[src/rtl/vigenere_decryptor_if.sv]
// Byte-stream handshake bundle for the Vigenere decryptor: one ready/valid
// input channel carrying key or ciphertext bytes, one ready/valid output
// channel carrying plaintext bytes.
interface vigenere_decryptor_if;
  logic       in_valid;
  logic [7:0] in_char;
  logic       in_ready;
  logic       out_valid;
  logic [7:0] out_char;
  logic       out_ready;

  // Byte source / plaintext sink side
  modport master (
    output in_valid,
    output in_char,
    output out_ready,
    input  in_ready,
    input  out_valid,
    input  out_char
  );

  // Decryptor side
  modport slave (
    input  in_valid,
    input  in_char,
    input  out_ready,
    output in_ready,
    output out_valid,
    output out_char
  );
endinterface

[src/rtl/vigenere_decryptor.sv]
// Four-letter-key Vigenere decryptor. Enter pulses walk the mode through
// START -> KEY0..KEY3 (key bytes captured) -> DECR (ciphertext decrypted,
// one registered plaintext byte per accepted input) -> START.
module vigenere_decryptor #(
  parameter logic [7:0] IDLE_CHAR = 8'd32
) (
  input  logic                       clk,
  input  logic                       reset,
  input  logic                       enter,
  vigenere_decryptor_if.slave        bus,
  output logic [2:0]                 state,
  output logic [1:0]                 key_idx
);

  typedef enum logic [2:0] {
    S_START = 3'd0,
    S_KEY0  = 3'd1,
    S_KEY1  = 3'd2,
    S_KEY2  = 3'd3,
    S_KEY3  = 3'd4,
    S_DECR  = 3'd5
  } state_t;

  state_t     state_q;
  state_t     state_d;
  logic [7:0] key [4];
  logic [1:0] key_idx_q;
  logic       out_valid_q;
  logic [7:0] out_char_q;

  logic       accept;
  logic       entering_decr;
  logic [7:0] key_byte;
  logic [4:0] shift;
  logic       c_upper;
  logic       c_lower;
  logic       c_alpha;
  logic [4:0] c_off;
  logic [5:0] diff;
  logic [7:0] plain;

  // Mode register; the only place the state advances
  always_ff @(posedge clk) begin
    if (!reset) state_q <= S_START;
    else        state_q <= state_d;
  end

  // Next mode: each enter pulse steps one mode forward, illegal codes recover to START
  always_comb begin
    state_d = state_q;
    case (state_q)
      S_START: if (enter) state_d = S_KEY0;
      S_KEY0:  if (enter) state_d = S_KEY1;
      S_KEY1:  if (enter) state_d = S_KEY2;
      S_KEY2:  if (enter) state_d = S_KEY3;
      S_KEY3:  if (enter) state_d = S_DECR;
      S_DECR:  if (enter) state_d = S_START;
      default: state_d = S_START;
    endcase
  end

  assign state         = state_q;
  assign key_idx       = key_idx_q;
  assign bus.out_valid = out_valid_q;
  assign bus.out_char  = out_char_q;

  // In DECR the input stalls only while an undrained plaintext byte is waiting
  assign bus.in_ready  = (state_q == S_DECR) ? (!out_valid_q || bus.out_ready) : 1'b1;
  assign accept        = bus.in_valid && bus.in_ready;
  assign entering_decr = (state_d == S_DECR) && (state_q != S_DECR);

  // Key slots: wiped whenever the mode is (or is becoming) START, else capture in KEYn
  always_ff @(posedge clk) begin
    if (!reset || state_d == S_START) begin
      for (int i = 0; i < 4; i++) key[i] <= 8'd0;
    end else if (accept) begin
      case (state_q)
        S_KEY0:  key[0] <= bus.in_char;
        S_KEY1:  key[1] <= bus.in_char;
        S_KEY2:  key[2] <= bus.in_char;
        S_KEY3:  key[3] <= bus.in_char;
        default: ;
      endcase
    end
  end

  // Shift from the active key letter, then modular subtraction within the letter's case range
  always_comb begin
    key_byte = key[key_idx_q];
    shift    = 5'd0;
    if (key_byte >= 8'd65 && key_byte <= 8'd90)       shift = 5'(key_byte - 8'd65);
    else if (key_byte >= 8'd97 && key_byte <= 8'd122) shift = 5'(key_byte - 8'd97);

    c_upper = (bus.in_char >= 8'd65) && (bus.in_char <= 8'd90);
    c_lower = (bus.in_char >= 8'd97) && (bus.in_char <= 8'd122);
    c_alpha = c_upper || c_lower;
    c_off   = 5'd0;
    if (c_upper)      c_off = 5'(bus.in_char - 8'd65);
    else if (c_lower) c_off = 5'(bus.in_char - 8'd97);

    diff = 6'd26 + {1'b0, c_off} - {1'b0, shift};
    if (diff >= 6'd26) diff = diff - 6'd26;

    plain = bus.in_char;
    if (c_upper)      plain = 8'd65 + {2'b00, diff};
    else if (c_lower) plain = 8'd97 + {2'b00, diff};
  end

  // Key pointer: restarts at slot 0 on entry to DECR, steps only on letters
  always_ff @(posedge clk) begin
    if (!reset)                                    key_idx_q <= 2'd0;
    else if (entering_decr)                        key_idx_q <= 2'd0;
    else if (accept && state_q == S_DECR && c_alpha) key_idx_q <= key_idx_q + 2'd1;
  end

  // Output register: load on a DECR accept, hold while stalled, clear once drained
  always_ff @(posedge clk) begin
    if (!reset) begin
      out_valid_q <= 1'b0;
      out_char_q  <= IDLE_CHAR;
    end else if (accept && state_q == S_DECR) begin
      out_valid_q <= 1'b1;
      out_char_q  <= plain;
    end else if (bus.out_ready) begin
      out_valid_q <= 1'b0;
    end
  end

endmodule
[src/flat_wrapper.sv]
// flat-port wrapper written by rule: the top's interface ports become plain ports
module vigenere_decryptor_flat 
#(
  parameter logic [7:0] IDLE_CHAR = 8'd32
)
  (clk, reset, enter, state, key_idx, bus_in_valid, bus_in_char, bus_out_ready, bus_in_ready, bus_out_valid, bus_out_char);
  vigenere_decryptor_if bus_i ();
  input  logic clk;
  input  logic reset;
  input  logic enter;
  output logic [2:0] state;
  output logic [1:0] key_idx;
  input wire logic [$bits(bus_i.in_valid)-1:0] bus_in_valid;
  input wire logic [$bits(bus_i.in_char)-1:0] bus_in_char;
  input wire logic [$bits(bus_i.out_ready)-1:0] bus_out_ready;
  output wire logic [$bits(bus_i.in_ready)-1:0] bus_in_ready;
  output wire logic [$bits(bus_i.out_valid)-1:0] bus_out_valid;
  output wire logic [$bits(bus_i.out_char)-1:0] bus_out_char;
  assign bus_i.in_valid = bus_in_valid;
  assign bus_i.in_char = bus_in_char;
  assign bus_i.out_ready = bus_out_ready;
  assign bus_in_ready = bus_i.in_ready;
  assign bus_out_valid = bus_i.out_valid;
  assign bus_out_char = bus_i.out_char;
  vigenere_decryptor #(.IDLE_CHAR(IDLE_CHAR)) u_core (.clk(clk), .reset(reset), .enter(enter), .bus(bus_i), .state(state), .key_idx(key_idx));
endmodule
[config.mk]
export PLATFORM = sky130hd
export DESIGN_NAME = vigenere_decryptor_flat
export DESIGN_NICKNAME = d
export VERILOG_FILES = /design/src/rtl/vigenere_decryptor_if.sv /design/src/rtl/vigenere_decryptor.sv /design/src/flat_wrapper.sv
export SDC_FILE = /design/constraint.sdc
export NUM_CORES = 1
export LEC_CHECK = 0
export CAP_MARGIN = 0
export CORE_UTILIZATION = 45
export DETAILED_ROUTE_END_ITERATION = 16
export GPL_ROUTABILITY_DRIVEN = 0
export GPL_TIMING_DRIVEN = 1
export PLACE_DENSITY = 0.65
export RECOVER_POWER = 100
export SLEW_MARGIN = 20
export SYNTH_ARGS = -nofsm -noshare
export SYNTH_HDL_FRONTEND = slang
export SYNTH_SLANG_ARGS = --single-unit
[constraint.sdc]
create_clock -name clk -period 6.85 [get_ports clk]
set_clock_uncertainty 0.05 [all_clocks]
set_input_delay 1.37 -clock clk [delete_from_list [all_inputs] [get_ports clk]]
set_output_delay 1.37 -clock clk [all_outputs]
set_load 0.01 [all_outputs]
* Word level (Yosys, flattened, before mapping)
Memory sizes are Yosys's and may differ from the RTL's. A register that Yosys moved wholly into a read port is not among the register bits. Cells that the tools add are included.
Word-level totals: flip-flop bits (word level) 14, memories 1, bits of input ports 13, logic and storage cells 94, output and inout bits 15, memory bits (writable) 32
Memories:
- u_core.key | depth 4, bits a word 8, read ports 1, clocked after memory_dff 1, write ports 4, line vigenere_decryptor.sv:26 | logic [7:0] key [4];
Operators by class: bitwise gates (word level) 5, muxes and demuxes 41, equal/unequal tests 7, add/subtract/negate cells 10, $lt $le $gt $ge 9, reduce and logical (&&, ||, !) cells 17
Operators by type and width (count):
- 2-to-1 mux 8 bit | 6
- greater-or-equal comparator 8 x 7 -> 1 bit, second input constant | 4
- less-or-equal comparator 8 x 7 -> 1 bit, second input constant | 4
- 2-to-1 mux 1 bit | 21
- 2-to-1 mux 5 bit | 4
- subtractor 5 x 1 -> 5 bit, second input constant | 4
- 2-to-1 mux 3 bit | 6
- case mux 3 bit (6 select lines) | 1
- adder 7 x 6 -> 8 bit, first input constant | 2
- equality test 3 bit, second input constant | 3
- logical AND 1 bit | 8
- adder 5 x 5 -> 6 bit, first input constant | 1
- equality test 3 x 2 -> 1 bit, second input constant | 2
- greater-or-equal comparator 6 x 5 -> 1 bit, second input constant | 1
- logical NOT 3 bit | 2
- 2-to-1 mux 6 bit | 1
- subtractor 6 x 5 -> 6 bit | 1
- subtractor 6 x 5 -> 6 bit, second input constant | 1
- 2-to-1 mux 2 bit | 2
- OR 1 bit | 4
- equality test 3 x 1 -> 1 bit, second input constant | 1
- logical OR 1 bit | 3
- != test 3 bit, second input constant | 1
- adder 2 x 1 -> 2 bit, second input constant | 1
- other kinds (4) | 5

* Longest topological paths before layout
Gate-level depths: netlist (run 1).
word-level depth 11, gate-level depth with buffers 20, gate-level depth less buffers 19

* Least setup slack after synthesis (run 1)
No wires, ideal clock.
path type input to register, start in bus_in_char[0], end reg u_core.out_char_q[5], in the netlist u_core.bus.out_char[5], cell stages on the path 18, path slack 1.526 ns, arrival time 5.158 ns, required time 6.684 ns, buffers on the path 1, setup time 0.116 ns, cells stage by stage inv_1 > ha_1 > nor4b_1 > o21ai_0 > nand4_1 > nand2_1 > clkbuf_1 > nand2b_1 > ha_1 > inv_1 > ha_1 > fa_1 > xor2_2 > o21ai_2 > o32a_4 > mux2_4 > a2111o_1 > o211a_1
Between the ends: longest elaborated chain between the ends 11, elaborated cells between the ends (all ways) 19, classes of those cells add/sub: 7; order compare: 5; mux: 5; reduce/logical: 2
Ends and longest elaborated chain:
- from (decl) | line flat_wrapper.sv:14 | input wire logic [$bits(bus_i.in_char)-1:0] bus_in_char;
- greater-or-equal comparator 8 x 7 -> 1 bit or less-or-equal comparator 8 x 7 -> 1 bit (tied branches) | line vigenere_decryptor.sv:95 | c_lower = (bus.in_char >= 8'd97) && (bus.in_char <= 8'd122);
- logical AND 1 bit | line vigenere_decryptor.sv:95
- 2-to-1 mux 5 bit | line vigenere_decryptor.sv:99 | else if (c_lower) c_off = 5'(bus.in_char - 8'd97);
- 2-to-1 mux 5 bit | line vigenere_decryptor.sv:98 | if (c_upper) c_off = 5'(bus.in_char - 8'd65);
- adder 5 x 5 -> 6 bit | line vigenere_decryptor.sv:101 | diff = 6'd26 + {1'b0, c_off} - {1'b0, shift};
- subtractor 6 x 5 -> 6 bit | line vigenere_decryptor.sv:101
- subtractor 6 x 5 -> 6 bit or greater-or-equal comparator 6 x 5 -> 1 bit (tied branches) | line vigenere_decryptor.sv:102 | if (diff >= 6'd26) diff = diff - 6'd26;
- 2-to-1 mux 6 bit | line vigenere_decryptor.sv:102
- adder 7 x 6 -> 8 bit | line vigenere_decryptor.sv:106 | else if (c_lower) plain = 8'd97 + {2'b00, diff};
- 2-to-1 mux 8 bit | line vigenere_decryptor.sv:106
- 2-to-1 mux 8 bit * | line vigenere_decryptor.sv:105 | if (c_upper) plain = 8'd65 + {2'b00, diff};
- to (signal assigned) | line vigenere_decryptor.sv:123 | out_char_q <= plain;
- to (decl) | line vigenere_decryptor.sv:29 | logic [7:0] out_char_q;
Every way passes the cells marked *; elsewhere a longest branch is shown, timed or not. A chain may end at the register's enable or synchronous reset.

* Worst setup path after layout (run 1)
Same ends and word-level chain as after synthesis.

==> results_dict.tcl, run 1 <==
set metrics [dict create \
    insertedDiodeCount 0 \
    rows 29 \
    grt_antenna_before_repair 0 \
    tritoncts "yes" \
    core_region_area_um2 6386 \
    power-per-cell-area_nw_per_um2 218.3 \
    cts-resized-gates 0 \
    nNetsFinal 358 \
    timing.critical_path.to_type "flip-flop" \
    grt_pass1_wl_um 11000 \
    wirelength_met1_um 3182 \
    detail_route.iter0.violations 156 \
    period_minus_slack_ns 6.008 \
    p_leak_nw 1.358 \
    synth.net_count 331 \
    yosysWarningCount 0 \
    worstSetupPathType "in2reg" \
    chipHeight_um 83.78 \
    dr_wl_met2_um 3172 \
    firstDrtPassIters 4 \
    routed-wl-met3_um 180 \
    cts-root-to-sink-buffers 2 \
    wl_per_cell_um 16.35 \
    crit_path_max_fanout 12 \
    dominantRegCellSynth "sky130_fd_sc_hd__edfxtp_1" \
    count_of_unresolved_drc_violations_after_routing 0 \
    yosysTopAreaCell "sky130_fd_sc_hd__edfxtp_1" \
    post_synth_edffs 32 \
    dp_cells 397 \
    finalCritPeriodShare_pct 87.71 \
    flow.area_growth_from_synthesis_pct 14.14 \
    mappedNetlistArea_um2 3009 \
    cts.reportedPaths.clkPinSlew_ns 0.08 \
    synth_seq_cells 48 \
    final_antenna_net_count 0 \
    globalRouteTotalUtil_pct 20.04 \
    min-delay-path-class "reg2reg" \
    slew-limit-headroom_pct 31.41 \
    timing_worst_slew_pin_value_ns 1.029 \
    tritoncts.num_buffers 5 \
    clock.fmax_ghz 0.1664 \
    hold_viol_final 0 \
    worst-endpoint-required_ns 7.00 \
    grt_setup_unrepaired "false" \
    hpwl_um 4780 \
    start_kind "primary input" \
    detailedPlace.worstSlack_ns 0.8813 \
    worst_ep_arrival_time_ns 6.16 \
    cts.sinks 48 \
    final_layout_size_suffix_gt1_share_pct 6.098 \
    gr-total-overflow 0 \
    yosysUniqueCellTypes 55 \
    synth_area_leaders "sky130_fd_sc_hd__edfxtp_1 32%, sky130_fd_sc_hd__dfxtp_1 11%, sky130_fd_sc_hd__ha_1 7.1%, sky130_fd_sc_hd__and2_1 5.8%, sky130_fd_sc_hd__mux4_2 4.5%" \
    synth.top_cells.by_count "32 x sky130_fd_sc_hd__edfxtp_1, 28 x sky130_fd_sc_hd__and2_1, 26 x sky130_fd_sc_hd__nand2_1" \
    max-vdd-ir-drop_mv 0.1575 \
    die_x_extent_um 83.78 \
    design.die.area_um2 7018 \
    cts.htree.levels 2 \
    initial_core_util_pct 47.12 \
    worstSkewPairLatency_ns 0.31 \
    top_layer_used "met4" \
    clock-root-buffer "sky130_fd_sc_hd__clkbuf_8" \
    grt_pass1_vias 2175 \
    postCtsSetupRepairBufs 0 \
    finalWorstSetupSlack_ns 0.8415 \
    total_chip_power_uw 749.9 \
    vias 2323 \
    ys_seq_area_share_pct 42.58 \
    max_cap_violations 0 \
    grt_start_max_net_pins 21 \
    slew_violations 0 \
    async_reset_ff_share_pct 0 \
    post_cts_hold_buffer_count 0 \
    final.setup.tns_ns 0 \
    synth.most_common_cell "sky130_fd_sc_hd__edfxtp_1" \
    final_cells 405 \
    setup-violations-final 0 \
    yosys.area.top_type_share_pct 31.93 \
    postSynthCellCount 300 \
    outcome "finished, final reports clean" \
    synth.avg_cell_area_um2 10.03 \
    avgViaCountPerCell 5.736 \
    postRouteWirelength_um 6622 \
    io_pins 28 \
    port_buffers 27 \
]
## layout by cell type, fill, tap and decap left out, types with 12 or more instances in the layout
cell,n
sky130_fd_sc_hd__dlygate4sd3_1,18
sky130_fd_sc_hd__edfxtp_1,32
sky130_fd_sc_hd__and2_1,18
sky130_fd_sc_hd__nor3_1,12
sky130_fd_sc_hd__a21oi_1,14
sky130_fd_sc_hd__nor2_1,18
sky130_fd_sc_hd__inv_1,21
sky130_fd_sc_hd__ha_1,17
sky130_fd_sc_hd__dfxtp_1,16
sky130_fd_sc_hd__nand2_1,26
## state kept, by name (all words and copies together), names as in the netlist, named ones only
register              flops
u_core.key_idx            2
u_core.state              3
u_core.key               32
u_core.bus.out_char       8
u_core.bus.out_valid      1
## cell type report
cell class,count,area (um^2)
multi-input combinational,218,1599
tap,77,96.34
clock inverter,3,17.52
fill,594,2952
clock buffer,5,68.82
sequential,48,1281
inverter,21,78.83
timing repair buffer,33,292.8
## power by group
part	switching, mW	total (mW)	internal, mW
clock network	0.0984	0.170	0.0715
logic	0.139	0.243	0.104
registers	0.00871	0.337	0.328
total	0.246	0.750	0.504
## worst paths after layout
check	start	end	slack (ns)	cells after the start
worst min register to register	u_core.bus.out_char[2]$_SDFFE_PN0P_	u_core.bus.out_char[2]$_SDFFE_PN0P_	0.44	2
worst max register to register	flip-flop	u_core.bus.out_char[5]$_SDFFE_PN1P_	1.70	17
worst max-delay path	bus_in_char[0]	u_core.bus.out_char[5]$_SDFFE_PN1P_	0.84	18
worst min-delay path	u_core.bus.out_char[2]$_SDFFE_PN0P_	u_core.bus.out_char[2]$_SDFFE_PN0P_	0.44	2
## worst max-delay path, cell delays in order
cell and delay (ns):
sky130_fd_sc_hd__dlygate4sd3_1 0.67, sky130_fd_sc_hd__inv_1 0.15, sky130_fd_sc_hd__ha_1 0.26, sky130_fd_sc_hd__nor4b_1 0.16, sky130_fd_sc_hd__o21ai_0 0.17, sky130_fd_sc_hd__nand4_1 0.20, sky130_fd_sc_hd__nand2_1 0.18, sky130_fd_sc_hd__clkbuf_1 0.48
sky130_fd_sc_hd__nand2_1 0.17, sky130_fd_sc_hd__ha_1 0.31, sky130_fd_sc_hd__inv_1 0.04, sky130_fd_sc_hd__ha_1 0.32, sky130_fd_sc_hd__nand3_1 0.10, sky130_fd_sc_hd__a21boi_0 0.43, sky130_fd_sc_hd__o32a_4 0.30, sky130_fd_sc_hd__mux2_4 0.32
sky130_fd_sc_hd__a2111o_1 0.41, sky130_fd_sc_hd__o211a_1 0.11
## metal layers
layer	global-route usage, %	up-vias
li1	-	1144
met1	27.05	1135
met2	33.19	36
met3	3.165	8
met4	6.009	0
met5	0	-
## logic make-up (layout without fill, tap and decap cells)
| group | after synthesis | count (layout) | synth area share (%) |
|---|---|---|---|
| and+or+nand+nor | 113 | 113 | 20.17 |
| AOI/OAI and AO/OA | 61 | 61 | 14.30 |
| DFF | 48 | 48 | 42.58 |
| buffers and inverters | 34 | 62 | 4.283 |
| adders and majority gates | 18 | 18 | 7.734 |
| xor gates and xnor gates | 15 | 15 | 4.615 |
| muxes | 11 | 11 | 6.320 |
## per-stage QoR
step	hold slack [ns]	utilization, %	cell area, um^2
6_report	0.4356	53.78	3435
5_1_grt	0.4682	53.78	3435
4_1_cts	0.4427	54.13	3457
3_5_place_dp	0.4197	52.78	3371
3_3_place_gp	0.4186	52.78	3371
2_1_floorplan	0.4259	-	3009
(Power assumes the default switching activity.)
==> run 2, diff against run 1 <==
--- a/config.mk
+++ b/config.mk
@@ -5,6 +5,7 @@
 export SDC_FILE = /design/constraint.sdc
 export NUM_CORES = 1
 export LEC_CHECK = 0
+export ABC_CLOCK_PERIOD_IN_PS = 6850
 export CAP_MARGIN = 0
 export CORE_UTILIZATION = 45
 export DETAILED_ROUTE_END_ITERATION = 16
==> results of run 2 <==
The final DEF is identical to that of run 1; final timing and power are the same.
